**src/rtl/unsigned_div_16by8_seq_if.sv**
```systemverilog
// Operand/result handshake bundle for unsigned_div_16by8_seq.
// The remainder signal exists only when DIV_REMAINDER_EN is defined.
interface unsigned_div_16by8_seq_if #(
    parameter int unsigned DW_N = 16,
    parameter int unsigned DW_D = 8
);
    logic            in_valid;
    logic            in_ready;
    logic [DW_N-1:0] dividend;
    logic [DW_D-1:0] divisor;
    logic            out_valid;
    logic            out_ready;
    logic [DW_N-1:0] quotient;
`ifdef DIV_REMAINDER_EN
    logic [DW_D-1:0] remainder;
`endif
    logic            div_by_zero;

    modport master (
        output in_valid, dividend, divisor, out_ready,
        input  in_ready, out_valid, quotient,
`ifdef DIV_REMAINDER_EN
        input  remainder,
`endif
        input  div_by_zero
    );

    modport slave (
        input  in_valid, dividend, divisor, out_ready,
        output in_ready, out_valid, quotient,
`ifdef DIV_REMAINDER_EN
        output remainder,
`endif
        output div_by_zero
    );
endinterface

```
**src/rtl/unsigned_div_16by8_seq.sv**
```systemverilog
// Sequential restoring radix-2 unsigned divider, one quotient bit per cycle, MSB first.
// TRUNC_BITS quotient LSBs are skipped (forced 0) for a shorter, approximate division.
// Optional feature macro: DIV_REMAINDER_EN adds the remainder output and its register.
module unsigned_div_16by8_seq #(
    parameter int unsigned DW_N       = 16,
    parameter int unsigned DW_D       = 8,
    parameter int unsigned TRUNC_BITS = 0
) (
    input  logic                    clk,
    input  logic                    rst_n,
    unsigned_div_16by8_seq_if.slave bus_io
);

    localparam int unsigned NIter = DW_N - TRUNC_BITS;
    localparam int unsigned CntW  = $clog2(DW_N + 1);

    typedef enum logic [1:0] {StIdle, StRun, StDone} state_e;

    state_e          state_q, state_d;
    logic            in_ready_q, in_ready_d;
    logic            out_valid_q, out_valid_d;
    logic [DW_N-1:0] a_q, a_d;        // dividend, shifted out MSB first
    logic [DW_D-1:0] b_q, b_d;        // latched divisor
    logic [DW_D-1:0] p_q, p_d;        // partial remainder
    logic [DW_N-1:0] q_q, q_d;        // quotient bits collected so far
    logic [CntW-1:0] cnt_q, cnt_d;
    logic [DW_N-1:0] quot_q, quot_d;
    logic            dbz_q, dbz_d;
`ifdef DIV_REMAINDER_EN
    logic [DW_D-1:0] rem_q, rem_d;
`endif

    logic accept, divisor_zero, last_iter;

    assign accept       = bus_io.in_valid & in_ready_q;
    assign divisor_zero = (bus_io.divisor == '0);
    assign last_iter    = (state_q == StRun) && (cnt_q == CntW'(1));

    logic [DW_D:0]   p_shift;
    logic            q_bit;
    logic [DW_D-1:0] p_next;
    logic [DW_N-1:0] q_next;

    // One restoring step on the current partial remainder
    always_comb begin
        p_shift = {p_q, a_q[DW_N-1]};
        q_bit   = (p_shift >= {1'b0, b_q});
        // A successful subtract leaves a value below the divisor, so DW_D bits suffice
        p_next  = q_bit ? (p_shift[DW_D-1:0] - b_q) : p_shift[DW_D-1:0];
        q_next  = (q_q << 1) | DW_N'(q_bit);
    end

    // State register
    always_ff @(posedge clk or negedge rst_n) begin
        if (!rst_n) begin
            state_q <= StIdle;
        end else begin
            state_q <= state_d;
        end
    end

    // Next-state logic: IDLE -> RUN -> DONE -> IDLE, divide-by-zero skips RUN
    always_comb begin
        state_d = state_q;
        unique case (state_q)
            StIdle: if (accept) state_d = divisor_zero ? StDone : StRun;
            StRun:  if (last_iter) state_d = StDone;
            StDone: if (out_valid_q && bus_io.out_ready) state_d = StIdle;
            default: state_d = StIdle;
        endcase
    end

    // Output and datapath next-state; handshake flags follow the next state
    always_comb begin
        in_ready_d  = (state_d == StIdle);
        out_valid_d = (state_d == StDone);
        a_d         = a_q;
        b_d         = b_q;
        p_d         = p_q;
        q_d         = q_q;
        cnt_d       = cnt_q;
        quot_d      = quot_q;
        dbz_d       = dbz_q;
`ifdef DIV_REMAINDER_EN
        rem_d       = rem_q;
`endif
        unique case (state_q)
            StIdle: begin
                if (accept) begin
                    a_d   = bus_io.dividend;
                    b_d   = bus_io.divisor;
                    p_d   = '0;
                    q_d   = '0;
                    cnt_d = CntW'(NIter);
                    dbz_d = divisor_zero;
                    if (divisor_zero) begin
                        quot_d = '1;
`ifdef DIV_REMAINDER_EN
                        rem_d  = bus_io.dividend[DW_D-1:0];
`endif
                    end
                end
            end
            StRun: begin
                a_d   = a_q << 1;
                p_d   = p_next;
                q_d   = q_next;
                cnt_d = cnt_q - 1'b1;
                if (last_iter) begin
                    quot_d = q_next << TRUNC_BITS;
`ifdef DIV_REMAINDER_EN
                    rem_d  = (TRUNC_BITS == 0) ? p_next : '0;
`endif
                end
            end
            default: ;
        endcase
    end

    // Datapath and handshake registers; reset clears every visible output
    always_ff @(posedge clk or negedge rst_n) begin
        if (!rst_n) begin
            in_ready_q  <= 1'b0;
            out_valid_q <= 1'b0;
            a_q         <= '0;
            b_q         <= '0;
            p_q         <= '0;
            q_q         <= '0;
            cnt_q       <= '0;
            quot_q      <= '0;
            dbz_q       <= 1'b0;
`ifdef DIV_REMAINDER_EN
            rem_q       <= '0;
`endif
        end else begin
            in_ready_q  <= in_ready_d;
            out_valid_q <= out_valid_d;
            a_q         <= a_d;
            b_q         <= b_d;
            p_q         <= p_d;
            q_q         <= q_d;
            cnt_q       <= cnt_d;
            quot_q      <= quot_d;
            dbz_q       <= dbz_d;
`ifdef DIV_REMAINDER_EN
            rem_q       <= rem_d;
`endif
        end
    end

    assign bus_io.in_ready    = in_ready_q;
    assign bus_io.out_valid   = out_valid_q;
    assign bus_io.quotient    = quot_q;
    assign bus_io.div_by_zero = dbz_q;
`ifdef DIV_REMAINDER_EN
    assign bus_io.remainder   = rem_q;
`endif

endmodule

```
**src/flat_wrapper.sv**
```systemverilog
// flat-port wrapper written by rule: the top's interface ports become plain ports
module unsigned_div_16by8_seq_flat 
#(
    parameter int unsigned DW_N       = 16,
    parameter int unsigned DW_D       = 8,
    parameter int unsigned TRUNC_BITS = 0
)
  (clk, rst_n, bus_io_in_valid, bus_io_dividend, bus_io_divisor, bus_io_out_ready, bus_io_in_ready, bus_io_out_valid, bus_io_quotient, bus_io_div_by_zero);
  unsigned_div_16by8_seq_if #(.DW_N(DW_N), .DW_D(DW_D)) bus_io_i ();
  input  logic clk;
  input  logic rst_n;
  input wire logic [$bits(bus_io_i.in_valid)-1:0] bus_io_in_valid;
  input wire logic [$bits(bus_io_i.dividend)-1:0] bus_io_dividend;
  input wire logic [$bits(bus_io_i.divisor)-1:0] bus_io_divisor;
  input wire logic [$bits(bus_io_i.out_ready)-1:0] bus_io_out_ready;
  output wire logic [$bits(bus_io_i.in_ready)-1:0] bus_io_in_ready;
  output wire logic [$bits(bus_io_i.out_valid)-1:0] bus_io_out_valid;
  output wire logic [$bits(bus_io_i.quotient)-1:0] bus_io_quotient;
  output wire logic [$bits(bus_io_i.div_by_zero)-1:0] bus_io_div_by_zero;
  assign bus_io_i.in_valid = bus_io_in_valid;
  assign bus_io_i.dividend = bus_io_dividend;
  assign bus_io_i.divisor = bus_io_divisor;
  assign bus_io_i.out_ready = bus_io_out_ready;
  assign bus_io_in_ready = bus_io_i.in_ready;
  assign bus_io_out_valid = bus_io_i.out_valid;
  assign bus_io_quotient = bus_io_i.quotient;
  assign bus_io_div_by_zero = bus_io_i.div_by_zero;
  unsigned_div_16by8_seq #(.DW_N(DW_N), .DW_D(DW_D), .TRUNC_BITS(TRUNC_BITS)) u_core (.clk(clk), .rst_n(rst_n), .bus_io(bus_io_i));
endmodule
```
**config.mk**
```make
export PLATFORM = sky130hd
export DESIGN_NAME = unsigned_div_16by8_seq_flat
export DESIGN_NICKNAME = d
export VERILOG_FILES = /design/src/rtl/unsigned_div_16by8_seq_if.sv /design/src/rtl/unsigned_div_16by8_seq.sv /design/src/flat_wrapper.sv
export SDC_FILE = /design/constraint.sdc
export NUM_CORES = 1
export LEC_CHECK = 0
export CORE_UTILIZATION = 37
export DETAILED_ROUTE_END_ITERATION = 6
export GPL_TIMING_DRIVEN = 0
export PLACE_DENSITY = 0.58
export RECOVER_POWER = 100
export SYNTH_ARGS = -nofsm -noshare
export SYNTH_HDL_FRONTEND = slang
export SYNTH_SLANG_ARGS = --single-unit
export TNS_END_PERCENT = 20
```
**constraint.sdc**
```tcl
create_clock -name clk -period 2.55 [get_ports clk]
set_input_delay 0.255 -clock clk [delete_from_list [all_inputs] [get_ports clk]]
set_output_delay 0.255 -clock clk [all_outputs]
set_load 0.005 [all_outputs]
```
==> metrics.md <==
| Metric | Value |
|---|---|
| Status | finished clean |
| Postcts setup bufs | 0 |
| Dominant cells by area after synthesis | dfrtp_1 54%, nand2_1 6.7%, a222oi_1 4.5%, o21ai_1 4.5%, o22a_1 4.2% |
| Hold slack | 431 ps |
| CP endpoint kind | register |
| Synthesized instance count | 332 |
| Clock sink count | 73 |
| Clk_lat worst skew | 350 ps |
| Leakage | 1.91 nW |
| CTS tree | done |
| DR WL/cell | 15.0 µm |
| Synth area leader | dfrtp_1 |
| Worst Path Arrival | 2530 ps |
| First-pass GRT wire length | 12.9 mm |
| Worst hold stages | 3 |
| Resized Gates After CTS | 0 |
| Setup TNS Final | 0 ps |
| Synthesized flop and latch total | 73 |
| Area grow syn2layout | 24.3% |
| HPWL Detailed | 5.40 mm |
| GRT Total Usage | 17.0% |
| Cell area after synthesis | 0.00337 mm² |
| Hold Crit Start | bus_io_dividend[0] |
| Post-synth top flop | dfrtp_1 |
| Storage cell area | 0.00183 mm² |
| GRT Residual Overflow | 0 |
| Syn avg cell area | 10.1 µm² |
| Clock buffer count from CTS | 9 |
| DR vias | 2685 |
| Initial antenna violation count | 0 |
| CTS Hold Bufs | 1 |
| Final #Nets | 430 |
| Yosys warnings | 0 |
| Filler Cell Count | 851 |
| Peak supply drop | 445 µV |
| Worst clock skew | 8.71 ps |
| Total core area | 0.00876 mm² |
| N_diodes | 0 |
| Root buf cell | clkbuf_8 |
| Pre-antenna DRT Iters | 4 |
| Commonest cells post-synth | 73 x dfrtp_1, 60 x nand2_1, 30 x o21ai_1 |
| IO Port Bufs | 46 |
| Cell with the most instances after synthesis | dfrtp_1 |
| Largest net degree at the start of global routing | 40 |
| R2R Path Start | u_core.p_q[2] |
| CTS clk-pin slew, worst paths | 80 ps |
| Area occupied by multi-input gates | 0.00135 mm² |
| Row count | 34 |
| Die height | 97.4 µm |
| Tot Pwr | 5.61 mW |
| Kind of critical path | register to register |
| Worst endpoint required time | 2770 ps |
| Count of different cell masters after synthesis | 46 |
| Hold Crit Class | primary input to register |
| Synthesized net count | 371 |
| Worst-path fanout max | 7 |
| Fraction of layout cells with a size suffix above 1 | 6.57% |
| Seq/Total Area, Yosys | 54.3% |
| Initial Util | 38.4% |
| Residual DRC count | 0 |
| Setup crit start | u_core.p_q[2] |
| Max_slew headroom | 35.9% |
| Async SR Flop Fraction | 100% |
| Final Max Slew Viols | 0 |
| RePlAce Congestion | 0.800 |
| H-tree lvl count | 3 |
| # IOs | 47 |
| Synth top area share | 54.3% |
| Die X | 97.4 µm |
| R2R cell count | 6 |
| CP startpoint kind | register |
| RSZ-0062 raised after global routing | no |
| Final setup fails | 0 |
| Fmax | 0.433 GHz |
| Period utilization | 90.5% |
| Clock Tree Buf Depth | 2 |
| Hold Vio Cnt, Final | 0 |
| Worst Tran Pin Value | 961 ps |
| Number of global-route vias before repair | 2699 |
| Post-synth EDFFs | 0 |
| Pwr/cell area | 1340 mW/mm² |
| DRT iter0 DRCs | 146 |
| Routed Antenna Nets | 0 |
| Die area | 0.00949 mm² |
| Post-DR vias/cell | 5.33 |
| Final wirelength | 7.58 mm |
| Crit path time final | 2310 ps |
| Max capacitance violation total | 0 |
layout by cell type (no fill, tap or decap), types with 3 or more instances in the layout:
cell             synthesis  routed
nor3_1                   2       3
clkbuf_8                 0       9
nand3_1                 13      13
o211ai_1                 4       4
a222oi_1                15      15
xor2_1                   4       4
nor2_1                   5       5
o22a_1                  16      16
o21ai_1                 30       5
or2_1                    4       3
dlygate4sd3_1            0      20
clkdlybuf4s50_1          0      26
dfrtp_1                 73      73
ha_1                    10      10
o21ai_0                  3      28
clkbuf_1                15      17
nand2_1                 60      60
a21oi_1                  9       9
nand4_1                  6       6
inv_1                   27      27
sequential cells by signal, indices dropped and copies added, names as in the netlist:
signal and cells:
u_core.state_q 2, u_core.a_q 16, u_core.cnt_q 5, u_core.q_q 15, u_core.bus_io.div_by_zero 1, u_core.bus_io.quotient 16, u_core.p_q 8, u_core.bus_io.in_ready 1
u_core.bus_io.out_valid 1, u_core.b_q 8
cell type report:
cell class	count	share of cell area, %
flip-flops and latches	73	43.6
multi-input cells	214	32.3
repair buffers	48	11.2
well taps	108	3.23
clock buffers	9	2.96
clock inverters	7	2.42
inverters	27	2.42
plain buffers	18	1.79
metal layers:
metal / GRT usage (%) / part of all wire, %
met4: 4.41 / 1.3
met3: 5.32 / 5.0
met1: 22.2 / 46
met5: 0 / 0
met2: 27.5 / 47
through the flow:
stage               std cells  worst slack, ps  utilization (%)  area, µm²
global route              504              139             47.8       4190
global placement          486            -1410             45.2       3960
CTS                       504              377             48.1       4220
detailed placement        487              301             45.4       3980
floorplan                 332              692                -       3370
finish                    504              242             47.8       4190
worst paths after layout:
path	end	slack (ps)
hold / removal	u_core.a_q[0]	430
setup / recovery	u_core.p_q[7]	240
min in group asynchronous	u_core.q_q[14]	540
hold reg to reg	u_core.bus_io.div_by_zero	490
setup reg to reg	u_core.p_q[7]	240
max in group asynchronous	u_core.b_q[1]	560
logic make-up (layout without fill, tap and decap cells):
family	Yosys count	count (layout)	synth area share (%)
flip-flops	73	73	54.3
XOR/XNOR	4	4	1.04
AO/OA/AOI/OAI	92	92	19.6
adder cells (fa/ha/maj)	11	11	4.31
AND/OR/NAND/NOR	107	107	15.5
buffers and inverters	45	109	5.28
worst max-delay path, stage by stage, from the launching register on:
cell and delay (ps):
dfrtp_1 420, ha_1 370, a21o_1 190, a21oi_1 280, a31oi_1 300, o21ai_0 460
o211ai_1 150
where the power goes:
| part | total (mW) | switching [mW] | internal, mW |
|---|---|---|---|
| clock | 1.02 | 0.459 | 0.559 |
| sequential | 2.01 | 0.332 | 1.67 |
| combinational | 2.58 | 1.44 | 1.14 |
| total | 5.61 | 2.23 | 3.38 |
No activity file was read; power rests on OpenSTA's default activity.
